`config.mk`:
```
export PLATFORM = sky130hd
export DESIGN_NAME = alu_seq_unit
export DESIGN_NICKNAME = d
export VERILOG_FILES = /design/src/rtl/alu_seq_pkg.sv /design/src/rtl/alu_seq_comb.sv /design/src/rtl/alu_seq_unit.sv
export SDC_FILE = /design/constraint.sdc
export NUM_CORES = 1
export LEC_CHECK = 0
export CORE_UTILIZATION = 55
export DETAILED_ROUTE_END_ITERATION = 10
export GPL_TIMING_DRIVEN = 0
export MAX_ROUTING_LAYER = met4
export PLACE_DENSITY = 0.8
export SLEW_MARGIN = 5
export SYNTH_ARGS = -nofsm -noshare
export SYNTH_HDL_FRONTEND = slang
export SYNTH_HIERARCHICAL = 1
export SYNTH_SLANG_ARGS = --single-unit
```
`constraint.sdc`:
```
create_clock -name clk -period 5.2 [get_ports clk]
set_input_delay 0.52 -clock clk [delete_from_list [all_inputs] [get_ports clk]]
set_output_delay 0.52 -clock clk [all_outputs]
set_load 0.01 [all_outputs]
```
`src/rtl/alu_seq_pkg.sv`:
```
// alu_seq_pkg: opcodes, FSM states and the opcode legality check for alu_seq_unit.
// Honours ALU_SEQ_MUL_EN: without it, MUL is reported as an illegal opcode.
package alu_seq_pkg;
   typedef enum logic [3:0] {
      OP_ADD  = 4'd0,
      OP_SUB  = 4'd1,
      OP_AND  = 4'd2,
      OP_OR   = 4'd3,
      OP_XOR  = 4'd4,
      OP_NOR  = 4'd5,
      OP_SLT  = 4'd6,
      OP_SLTU = 4'd7,
      OP_SLL  = 4'd8,
      OP_SRL  = 4'd9,
      OP_SRA  = 4'd10,
      OP_MUL  = 4'd11
   } alu_op_t;

   typedef enum logic [1:0] {IDLE, MUL_BUSY, OUT} state_t;

   function automatic logic is_legal_op(input logic [3:0] op);
`ifdef ALU_SEQ_MUL_EN
      return op <= OP_MUL;
`else
      return op <= OP_SRA;
`endif
   endfunction
endpackage

```
`src/rtl/alu_seq_comb.sv`:
```
// alu_seq_comb: combinational result and carry/overflow for opcodes 0-10; anything else yields zero.
module alu_seq_comb
   import alu_seq_pkg::*;
#(
   parameter int WIDTH = 16
) (
   input  logic [3:0]       op,
   input  logic [WIDTH-1:0] a,
   input  logic [WIDTH-1:0] b,
   output logic [WIDTH-1:0] result,
   output logic             c,
   output logic             v
);
   localparam int SW = $clog2(WIDTH);
   logic [WIDTH:0] sum, diff;
   logic [SW-1:0]  sh;
   assign sum  = {1'b0, a} + {1'b0, b};
   assign diff = {1'b0, a} - {1'b0, b};
   assign sh   = b[SW-1:0];
   always_comb begin
      result = '0;
      c = 1'b0;
      v = 1'b0;
      case (op)
         OP_ADD: begin
            result = sum[WIDTH-1:0];
            c = sum[WIDTH];
            v = (a[WIDTH-1] == b[WIDTH-1]) && (sum[WIDTH-1] != a[WIDTH-1]);
         end
         OP_SUB: begin
            result = diff[WIDTH-1:0];
            c = !diff[WIDTH];
            v = (a[WIDTH-1] != b[WIDTH-1]) && (diff[WIDTH-1] != a[WIDTH-1]);
         end
         OP_AND:  result = a & b;
         OP_OR:   result = a | b;
         OP_XOR:  result = a ^ b;
         OP_NOR:  result = ~(a | b);
         OP_SLT:  result = WIDTH'($signed(a) < $signed(b));
         OP_SLTU: result = WIDTH'(a < b);
         OP_SLL:  result = a << sh;
         OP_SRL:  result = a >> sh;
         OP_SRA:  result = $signed(a) >>> sh;
         default: ;
      endcase
   end
endmodule

```
`src/rtl/alu_seq_unit.sv`:
```
// alu_seq_unit: registered ALU with valid/ready handshake and Z/C/V flags.
// Define ALU_SEQ_MUL_EN to build the iterative shift-add MUL (op 11); otherwise op 11 is illegal.
module alu_seq_unit
   import alu_seq_pkg::*;
#(
   parameter int WIDTH = 16,
   parameter int IMM_W = 7
) (
   input  logic             clk,
   input  logic             rst,
   input  logic             in_valid,
   output logic             in_ready,
   input  logic [3:0]       op,
   input  logic [WIDTH-1:0] src_a,
   input  logic [WIDTH-1:0] src_b,
   input  logic             use_imm,
   input  logic [IMM_W-1:0] imm,
   output logic             out_valid,
   input  logic             out_ready,
   output logic [WIDTH-1:0] result,
   output logic             flag_z,
   output logic             flag_c,
   output logic             flag_v,
   output logic             illegal,
   output logic             busy
);
   logic [WIDTH-1:0] b_eff, alu_r, mul_r;
   logic alu_c, alu_v, accept, is_mul, mul_done;
   assign b_eff  = use_imm ? WIDTH'($signed(imm)) : src_b;
   assign accept = in_valid && in_ready;

   alu_seq_comb #(.WIDTH(WIDTH)) u_comb (
      .op(op),
      .a(src_a),
      .b(b_eff),
      .result(alu_r),
      .c(alu_c),
      .v(alu_v)
   );

`ifdef ALU_SEQ_MUL_EN
   localparam int CW = $clog2(WIDTH);
   state_t state, state_n;
   logic [CW-1:0] cnt;
   logic [WIDTH-1:0] ma, mb, acc, acc_n;
   logic last;
   assign is_mul    = op == OP_MUL;
   assign last      = cnt == CW'(WIDTH - 1);
   assign busy      = state == MUL_BUSY;
   assign out_valid = state == OUT;
   assign in_ready  = !busy && (!out_valid || out_ready);
   assign acc_n     = acc + (mb[cnt] ? ma << cnt : '0);
   assign mul_done  = busy && last;
   assign mul_r     = acc_n;
   always_comb begin
      state_n = busy ? (last ? OUT : MUL_BUSY)
              : accept ? (is_mul ? MUL_BUSY : OUT)
              : (out_valid && !out_ready) ? OUT : IDLE;
   end
   always_ff @(posedge clk) begin
      if (rst) begin
         state <= IDLE;
         cnt   <= '0;
         acc   <= '0;
         ma    <= '0;
         mb    <= '0;
      end else begin
         state <= state_n;
         if (accept && is_mul) begin
            ma  <= src_a;
            mb  <= b_eff;
            cnt <= '0;
            acc <= '0;
         end else if (busy) begin
            acc <= acc_n;
            cnt <= cnt + 1'b1;
         end
      end
   end
`else
   logic held;
   assign is_mul    = 1'b0;
   assign mul_done  = 1'b0;
   assign mul_r     = '0;
   assign busy      = 1'b0;
   assign out_valid = held;
   assign in_ready  = !held || out_ready;
   always_ff @(posedge clk) begin
      if (rst) held <= 1'b0;
      else if (accept) held <= 1'b1;
      else if (out_ready) held <= 1'b0;
   end
`endif

   // Output register only moves on a completed MUL or an accepted single-cycle op.
   always_ff @(posedge clk) begin
      if (rst) begin
         result  <= '0;
         flag_z  <= 1'b0;
         flag_c  <= 1'b0;
         flag_v  <= 1'b0;
         illegal <= 1'b0;
      end else if (mul_done) begin
         result  <= mul_r;
         flag_z  <= mul_r == '0;
         flag_c  <= 1'b0;
         flag_v  <= 1'b0;
         illegal <= 1'b0;
      end else if (accept && !is_mul) begin
         result  <= alu_r;
         flag_z  <= alu_r == '0;
         flag_c  <= alu_c;
         flag_v  <= alu_v;
         illegal <= !is_legal_op(op);
      end
   end
endmodule

```
# Yosys cells after proc, flatten, opt, wreduce, memory -nomap -nowiden
# Cells that the tools add are included.
dict set report classes {
  addsub 2
  magnitude_cmp 3
  n_eq_ne 14
  shift 3
  muxes 6
  bitwise_logic 4
  n_reduce_logical 10
}
# operator n
set op_table {}
lappend op_table {{16-bit case mux with 11 select lines} 1}
lappend op_table {{16-bit < comparator} 2}
lappend op_table {{16-bit by 16-bit adder with 17-bit output} 1}
lappend op_table {{16-bit by 16-bit subtractor with 17-bit output} 1}
lappend op_table {{16-bit AND} 1}
lappend op_table {{4-bit by 3-bit == test with 1-bit output, second input constant} 4}
lappend op_table {{16-bit logical NOT} 1}
lappend op_table {{16-bit two-way mux} 1}
lappend op_table {{16-bit inverter} 1}
lappend op_table {{16-bit bitwise OR} 1}
lappend op_table {{16-bit by 4-bit << shifter with 16-bit output} 1}
lappend op_table {{16-bit by 4-bit right shift with 16-bit output} 1}
lappend op_table {{16-bit by 4-bit >>> shifter with 16-bit output} 1}
lappend op_table {{16-bit bitwise XOR} 1}
lappend op_table {{4-bit == test, second input constant} 3}
lappend op_table {{4-bit by 2-bit == test with 1-bit output, second input constant} 2}
lappend op_table {{4-bit by 1-bit == test with 1-bit output, second input constant} 1}
lappend op_table {{4-bit less-or-equal comparator, second input constant} 1}
lappend op_table {{4-bit logical NOT} 1}
lappend op_table {{1-bit case mux with 2 select lines} 2}
lappend op_table {{1-bit logical AND} 3}
lappend op_table {{1-bit logical NOT} 3}
lappend op_table {{1-bit inequality test} 3}
lappend op_table {{1-bit two-way mux} 2}
lappend op_table {{3 further kinds} 3}
dict set report word_totals {
  regBits 21
  in_bits 48
}

# Depth between registers and ports, before layout
# Gate-level depths: netlist of run 1.
dict set report logic_depth {
  word_depth 5
  depth_mapped 16
  ltp_nobuf 14
}

# By module
# The synthesis of run 1 kept the hierarchy.
# mod n_inst cells_each area_each_um2
set by_module_without_submodules {}
lappend by_module_without_submodules {alu_seq_comb 1 614 4184.0}
lappend by_module_without_submodules {alu_seq_unit 1 134 1041.0}

# Worst setup path before layout of run 1
# Ideal clock, no wire load.
dict set report synth_path {
  path_type {input -> register}
  start {input port use_imm}
  end {register flag_z}
  setup_ns 0.069
  arrival_ns 3.955
  t_required_ns 5.131
  path_slack_ns 1.177
  path_stages 16
  cell_sequence {buf_2 mux2_2 buf_2 inv_2 buf_1 ha_1 a211oi_1 o21bai_1 o22ai_1 o21ai_0 a21o_2 xor2_1 a221o_1 nor4_1 nand4_1 o21ai_1}
}
dict set report synth_via {
  elab_cells_between_ends 14
  cone_classes {2 x add/sub; 2 x order compare; 3 x shift; 2 x mux; 4 x bitwise; 1 x reduce/logical}
}
# element line
set synth_lines {}
lappend synth_lines {{from (decl)} alu_seq_unit.sv:16} ;# input logic use_imm,
lappend synth_lines {{16-bit two-way mux *} alu_seq_unit.sv:29} ;# assign b_eff = use_imm ? WIDTH'($signed(imm)) : src_b;
lappend synth_lines {{net b_eff[1]} alu_seq_unit.sv:27} ;# logic [WIDTH-1:0] b_eff, alu_r, mul_r;
lappend synth_lines {{16-bit by 16-bit subtractor with 17-bit output, or another cell as far along} alu_seq_comb.sv:18} ;# assign diff = {1'b0, a} - {1'b0, b};
lappend synth_lines {{16-bit case mux with 11 select lines *} alu_seq_comb.sv:24} ;# case (op)
lappend synth_lines {{net alu_r[11]} alu_seq_unit.sv:27}
lappend synth_lines {{16-bit logical NOT *} alu_seq_unit.sv:111} ;# flag_z <= alu_r == '0;
lappend synth_lines {{to (signal assigned)} alu_seq_unit.sv:99} ;# flag_z <= 1'b0;
lappend synth_lines {{to (signal assigned)} alu_seq_unit.sv:105} ;# flag_z <= mul_r == '0;
lappend synth_lines {{to (signal assigned)} alu_seq_unit.sv:111}
lappend synth_lines {{to (decl)} alu_seq_unit.sv:21} ;# output logic flag_z,
# The timed path passes the listed nets; every way through them passes the cells marked *.
# A chain may end at the register's enable or synchronous reset.

# Final worst setup path of run 1
dict set report layout_path {
  start {input port src_b[1]}
  end {register flag_z}
}
dict set report layout_via {
  elab_cells_between_ends 14
  cone_classes {2 x add/sub; 2 x order compare; 3 x shift; 2 x mux; 4 x bitwise; 1 x reduce/logical}
}
# element line
set layout_lines {}
lappend layout_lines {{from (decl)} alu_seq_unit.sv:15} ;# input logic [WIDTH-1:0] src_b,
lappend layout_lines {{16-bit two-way mux *} alu_seq_unit.sv:29}
lappend layout_lines {{net b_eff[1]} alu_seq_unit.sv:27}
lappend layout_lines {{16-bit by 16-bit subtractor with 17-bit output, or another cell as far along} alu_seq_comb.sv:18}
lappend layout_lines {{16-bit case mux with 11 select lines *} alu_seq_comb.sv:24}
lappend layout_lines {{net alu_r[11]} alu_seq_unit.sv:27}
lappend layout_lines {{16-bit logical NOT *} alu_seq_unit.sv:111}
# Marked as above.

==> out/results.tsv, run 1 <==
stage	metric	value	unit
sta	period_needed	4.97	ns
critical_path	r2r_end	result[6]	
finish	final_area	0.00611	mm²
yosys	syn_nets	847	
yosys	synth_top_family_by_area	compound AO/OA/AOI/OAI gates	
global_routing	track_usage	42.0	%
critical_path	reg2reg_setup_slack	4.20	ns
pwr	pwr-share-comb	70.8	%
floorplan	dieArea	0.00989	mm²
sta	setup_tns	0	ns
global_routing	grt_overflow	0	
critical_path	arrival	5.17	ns
clock_network	cts_resized	0	
sta	maxSlewViolCount	0	
clock_network	h-tree-depth	1	
finish	layout-drive-gt1-share	9.02	%
route	first_pass_iters	9	
sta	fmax	201	MHz
clock_network	clock-root-buffer	clkbuf_8	
status	status	finished clean	
floorplan	start_util	56.5	%
pwr	p_sw_share	48.8	%
critical_path	path_cells	clkdlybuf4s50_1 -> mux2_2 -> buf_2 -> inv_2 -> buf_1 -> ha_1 -> a211oi_1 -> o21bai_1 -> o22ai_1 -> o21ai_0 -> a21o_2 -> xor2_1 -> a221o_1 -> nor4_1 -> nand4_1 -> o21ai_1	
yosys	synth_mux_area_share	12.5	%
yosys	synth-compound-area-share	35.7	%
route	routed-via-count	6571	
pwr	p_switching	0.471	mW
critical_path	cp_max_fo	11	
sta	fin_skew	0.00495	ns
yosys	synth_xor_xnor_area_share	1.01	%
yosys	synth_edf_count	0	
pwr	power.leakage	2.48	nW
yosys	synth.avg_cell_area	6.99	µm²
clock_network	cts.sinks	21	
route	drt-initial-drc-count	747	
yosys	synth_top_flop_cell	dfxtp_1	
critical_path	end_kind	flop	
pwr	power_per_cell_area	158	mW/mm²
finish	fillers	814	
finish	diodes	0	
hold_path	min_from	result[12]	
finish	area_growth	17.0	%
critical_path	reg2reg_from	out_valid	
sta	slew-limit-headroom	45.0	%
sta	report.final.hold_viol_count	0	
critical_path	cpLargestDelayFamily	compound AO/OA/AOI/OAI gates	
floorplan	num_rows	35	
global_routing	antenna_found_initial	0	
pwr	p_int	0.495	mW
yosys	synth-simple-area-share	19.3	%
yosys	ys_ff_latch	21	
clock_network	hold_buffers	0	
route	routedWlPerCell	21.4	µm
floorplan	io_pins	71	
yosys	synthArstFlopShare	0	%
critical_path	start_kind	input port	
floorplan	fp.dieW	99.5	µm
yosys	yosysSeqAreaShare	8.05	%
clock_network	cts.reportedPaths.clkPinSlew	0.07	ns
critical_path	critPathBufInv	4	
placed_design	hpwlAfterDp	16300	µm
floorplan	die_h	99.5	µm
pwr	vdd_drop_max	0.000113	V
critical_path	worst_path_largest_cell_delay	0.59	ns
hold_path	min_to	result[12]	
route	viasPerCell	6.92	
placed_design	gp_congestion	1.05	
placed_design	placement.cell_area	0.00607	mm²
pwr	seq_power_share	18.4	%
finish	nNetsFinal	920	
sta	tightest_slew	0.816	ns
clock_network	post-cts-setup-buffers	0	
critical_path	r2r_cells	5	
critical_path	crit_type	in -> reg	
route	drt_wl_total	20300	µm
clock_network	clock_latency	0.26	ns
critical_path	crit_required	5.39	ns
route	drcViolationCount	0	
placed_design	io_buffers	68	
sta	setup_viol	0	
floorplan	core_area	0.00924	mm²
finish	layout_commonest_cell	nor2_1	
global_routing	grt_pass1_vias	5963	
yosys	syn_inst	748	
flow_run	maxCapViolCount	0	
sta	period_share	95.7	%
yosys	synth_cell_type_count	81	
hold_path	worstHoldPathCells	2	
clock_network	clk_path_buf_depth	2	
critical_path	cp_slowest_cell	buf_1	
route	antenna_left	0	
yosys	synth-warning-count	6	
yosys	synth_fa_ha_area_share	12.5	%
yosys	syn_area	0.00523	mm²
pwr	clkPwrFrac	10.8	%
hold_path	worst_hold_path_type	reg -> reg	
finish	mostFrequentLayoutCells	nor2_1 (73), clkdlybuf4s50_1 (68), a21oi_1 (67)	
sta	grt_setup_unrepaired	false	
clock_network	cts_tree	built	
clock_network	cts-buffers-inserted	3	
global_routing	grt_max_degree	13	
global_routing	grt_pass1_wl	31300	µm
cells by family after synthesis:
| logic type | Yosys count |
|---|---|
| AO/OA/AOI/OAI | 282 |
| AND/OR/NAND/NOR | 211 |
| buffers and inverters | 128 |
| adder cells (fa/ha/maj) | 51 |
| multiplexers | 48 |
| flip-flops | 21 |
| XOR/XNOR | 6 |
| other | 1 |
flip-flops by register name, summed over array words and instances, names as in the netlist:
register,cells
flag_c,1
illegal,1
out_valid,1
result,16
flag_z,1
flag_v,1
synth_stat cells, types with 10 or more instances:
cell	n	share of area, %
mux2i_1	25	4.8
nor2_1	73	5.2
o21a_1	11	1.6
nand2_1	48	3.4
nand2b_1	10	1.2
mux4_2	13	5.6
clkbuf_1	31	2.2
o31ai_1	12	1.7
ha_1	49	12
nor3_1	11	1.1
o21ai_1	13	1.2
mux2_2	10	2.2
o21ai_0	58	5.6
nand3_1	33	3.2
inv_1	60	4.3
a21oi_1	67	6.4
dfxtp_1	21	8.0
buf_2	14	1.3
a211oi_1	20	2.9
power by group through the flow:
stage | Clock [mW] | Combinational, mW | Sequential, mW
3_3_place_gp | 0 | 0.639 | 0.181
4_1_cts | 0.105 | 0.654 | 0.178
6_report | 0.104 | 0.684 | 0.178
2_1_floorplan | 0 | 0.431 | 0.187
3_5_place_dp | 0 | 0.651 | 0.182
5_1_grt | 0.113 | 0.726 | 0.179
worst reg2reg max path, stage by stage, from the launching register on:
cell,delay [ns]
dfxtp_1,0.33
nor2b_4,0.17
inv_2,0.08
buf_6,0.14
nand3_1,0.08
a21oi_1,0.07
per-stage QoR:
| step | util (%) | worst slack (ns) | std cells | total power [mW] | hold slack, ns |
|---|---|---|---|---|---|
| 2_1_floorplan | - | 1.18 | 748 | 0.617 | 0.498 |
| 3_3_place_gp | 65.7 | 0.205 | 945 | 0.820 | 0.464 |
| 3_5_place_dp | 65.7 | 0.180 | 945 | 0.833 | 0.472 |
| 4_1_cts | 66.2 | 0.419 | 949 | 0.937 | 0.480 |
| 5_1_grt | 66.2 | 0.116 | 949 | 1.02 | 0.501 |
| 6_report | 66.2 | 0.226 | 949 | 0.967 | 0.478 |
worst max-delay path by stage:
stage	startpoint	end	slack [ns]	cells past startpoint
final	src_b[1]	flag_z	0.23	16
after global routing	src_b[1]	flag_z	0.12	16
after CTS	src_b[1]	flag_z	0.42	16
after detailed placement	src_b[1]	flag_z	0.18	16
after global placement	imm[1]	flag_z	0.20	16
after floorplan	use_imm	flag_z	1.18	16
routing by layer:
metal	up-vias	GRT usage (%)	routed length [µm]	part of all wire (%)
li1	2890	-	-	-
met1	3014	53.2	7890	39
met2	554	61.2	8440	42
met3	113	8.92	2590	13
met4	0	25.2	1380	6.8
met5	-	-	0	0
cell type report:
type | instances | area [µm²] | area share, %
clock buffer | 3 | 41.3 | 0.675
clock inverter | 1 | 5.00 | 0.0819
sequential | 21 | 420 | 6.88
multi-input combinational | 599 | 4240 | 69.3
tap | 129 | 161 | 2.64
timing repair buffer | 68 | 681 | 11.1
buffer | 64 | 327 | 5.34
inverter | 64 | 240 | 3.93
No activity file was read; power rests on OpenSTA's default activity.
==> run 2: changes to the inputs <==
--- a/config.mk
+++ b/config.mk
@@ -6,6 +6,7 @@
 export NUM_CORES = 1
 export LEC_CHECK = 0
 export CORE_UTILIZATION = 55
+export CTS_BUF_LIST = sky130_fd_sc_hd__clkbuf_2
 export DETAILED_ROUTE_END_ITERATION = 10
 export GPL_TIMING_DRIVEN = 0
 export MAX_ROUTING_LAYER = met4
==> out/results.tsv, run 2 (same netlist as run 1, synthesis figures left out) <==
stage	metric	value	unit	change
finish	area_growth	16.5	%	
floorplan	io_pins	71		unchanged
clock_network	clock-root-buffer	clkbuf_2		
clock_network	cts.reportedPaths.clkPinSlew	0.19	ns	+0.12 ns
route	drt-initial-drc-count	864		+16%
placed_design	place_worst_setup_slack	0.180	ns	unchanged
sta	slew-limit-headroom	43.8	%	-1.2 points
sta	setup_viol	0		unchanged
sta	fin_skew	0.0121	ns	+0.00718 ns
clock_network	clock_latency	0.34	ns	+0.08 ns
global_routing	use_met3	8.01	%	-0.91 points
finish	largest_reg_flops	16		unchanged
clock_network	clk_path_buf_depth	2		unchanged
route	drcViolationCount	0		unchanged
sta	maxSlewViolCount	0		unchanged
route	antenna_left	0		unchanged
critical_path	reg2reg_setup_slack	4.18	ns	-0.02 ns
flow_run	maxCapViolCount	0		unchanged
finish	fillers	819		+0.61%
finish	nNetsFinal	920		unchanged
global_routing	grt_pass1_wl	31200	µm	-0.20%
route	viasPerCell	6.88		-0.62%
global_routing	grt_overflow	0		unchanged
critical_path	r2r_cells	5		unchanged
critical_path	crit_type	in -> reg		
sta	setup_tns	0	ns	unchanged
route	first_pass_iters	6		-3
pwr	vdd_drop_max	0.0000957	V	-15%
sta	postLayoutSetupSlackWorst	0.345	ns	+0.120 ns
finish	diodes	0		unchanged
floorplan	num_rows	35		unchanged
critical_path	cp_slowest_cell	buf_1		
clock_network	cts-buffers-inserted	3		unchanged
critical_path	arrival	5.14	ns	-0.03 ns
critical_path	start_kind	input port		
pwr	finalPower	0.930	mW	-3.8%
floorplan	die_h	99.5	µm	unchanged
floorplan	core_area	0.00924	mm²	unchanged
global_routing	track_usage	41.8	%	-0.23 points
critical_path	crit_required	5.49	ns	+0.10 ns
sta	period_needed	4.85	ns	-0.120 ns
critical_path	r2r_end	result[6]		
route	routedWlPerCell	21.4	µm	about the same
critical_path	end_kind	flop		
clock_network	post-cts-setup-buffers	0		unchanged
critical_path	path_cells	clkdlybuf4s50_1 -> mux2_2 -> buf_2 -> inv_2 -> buf_1 -> ha_1 -> a211oi_1 -> o21bai_1 -> o22ai_1 -> o21ai_0 -> a21o_2 -> xor2_1 -> a221o_1 -> nor4_1 -> nand4_1 -> o21ai_1		
pwr	power_per_cell_area	153	mW/mm²	-3.4%
finish	layout_commonest_cell	nor2_1		
critical_path	reg2reg_from	out_valid		
floorplan	dieArea	0.00989	mm²	unchanged
sta	report.final.hold_viol_count	0		unchanged
pwr	power.leakage	2.47	nW	-0.37%
placed_design	hpwlAfterDp	16300	µm	unchanged
sta	hold_slack	0.491	ns	+0.0131 ns
finish	mostFrequentLayoutCells	nor2_1 (73), clkdlybuf4s50_1 (68), a21oi_1 (67)		
status	status	finished clean		
global_routing	grt_max_degree	13		unchanged
critical_path	cpLargestDelayFamily	compound AO/OA/AOI/OAI gates		
clock_network	cts_tree	built		
global_routing	grt_pass1_vias	5933		-0.50%
global_routing	antenna_found_initial	0		unchanged
hold_path	worst_hold_path_type	reg -> reg		
sta	fmax	206	MHz	+2.5%
finish	largest-register	result		
critical_path	critPathBufInv	4		unchanged
sta	tightest_slew	0.836	ns	+0.0195 ns
placed_design	io_buffers	68		unchanged
placed_design	gp_congestion	1.05		unchanged
critical_path	critical_path.endpoint	flag_z		
sta	period_share	93.4	%	-2.3 points
floorplan	fp.dieW	99.5	µm	unchanged
finish	layout-drive-gt1-share	9.02	%	unchanged
global_routing	top_usage_layer	met2		
critical_path	cp-startpoint	src_b[1]		
critical_path	worst_path_largest_cell_delay	0.57	ns	-0.02 ns
clock_network	h-tree-depth	1		unchanged
clock_network	hold_buffers	0		unchanged
route	routed-via-count	6530		-0.62%
sta	grt_setup_unrepaired	false		
global_routing	gr-usage-met1	53.4	%	+0.26 points
clock_network	cts.sinks	21		unchanged
clock_network	cts_resized	0		unchanged
global_routing	use_met2	60.7	%	-0.43 points
floorplan	start_util	56.5	%	unchanged
route	drt_wl_total	20300	µm	about the same
finish	post-route-util	65.9	%	-0.28 points
critical_path	cp_max_fo	11		unchanged
critical_path	crit_cells	16		unchanged
run 2: cell counts in the layout (fill, tap and decap cells not counted):
No cell type changed its count.
run 2: routing by layer:
| metal | wire length, µm | vias to the layer above |
|---|---|---|
| met5 | 0 | - |
| met1 | 7930 | 2979 |
| li1 | - | 2894 |
| met3 | 2610 | 110 |
| met4 | 1410 | 0 |
| met2 | 8360 | 547 |
run 2: worst min-delay path by stage:
stage | from | cells past startpoint | end
4_1_cts | result[12] | 2 | result[12]
6_report | result[12] | 2 | result[12]
5_1_grt | result[12] | 2 | result[12]
2_1_floorplan | result[13] | 2 | result[13]
3_3_place_gp | illegal | 2 | illegal
3_5_place_dp | result[12] | 2 | result[12]
run 2: layout make-up:
| type | instances | area (µm²) | share of cell area (%) |
|---|---|---|---|
| multi-input combinational | 599 | 4240 | 69.6 |
| timing repair buffer | 68 | 681 | 11.2 |
| sequential | 21 | 420 | 6.91 |
| buffer | 64 | 327 | 5.36 |
| inverter | 64 | 240 | 3.95 |
| tap | 129 | 161 | 2.65 |
| clock buffer | 3 | 15.0 | 0.247 |
| clock inverter | 1 | 5.00 | 0.0822 |
run 2: metrics by stage:
stage	std cells	area (µm²)
finish	949	6090
detailed placement	945	6070
CTS	949	6090
global route	949	6090
floorplan	748	5230
global placement	945	6070
run 2: tightest hold or removal path: cells and delay by family, from the launching register on:
family | cells | cell delay (ns)
flops | 1 | 0.35
compound gates | 2 | 0.12
run 2: power breakdown:
group | total (mW) | switching [mW] | internal, mW | leakage, nW
registers | 0.178 | 0.00536 | 0.173 | 0.172
clock network | 0.0669 | 0.0495 | 0.0174 | 0.0164
logic | 0.685 | 0.416 | 0.269 | 2.28
total | 0.930 | 0.470 | 0.460 | 2.47
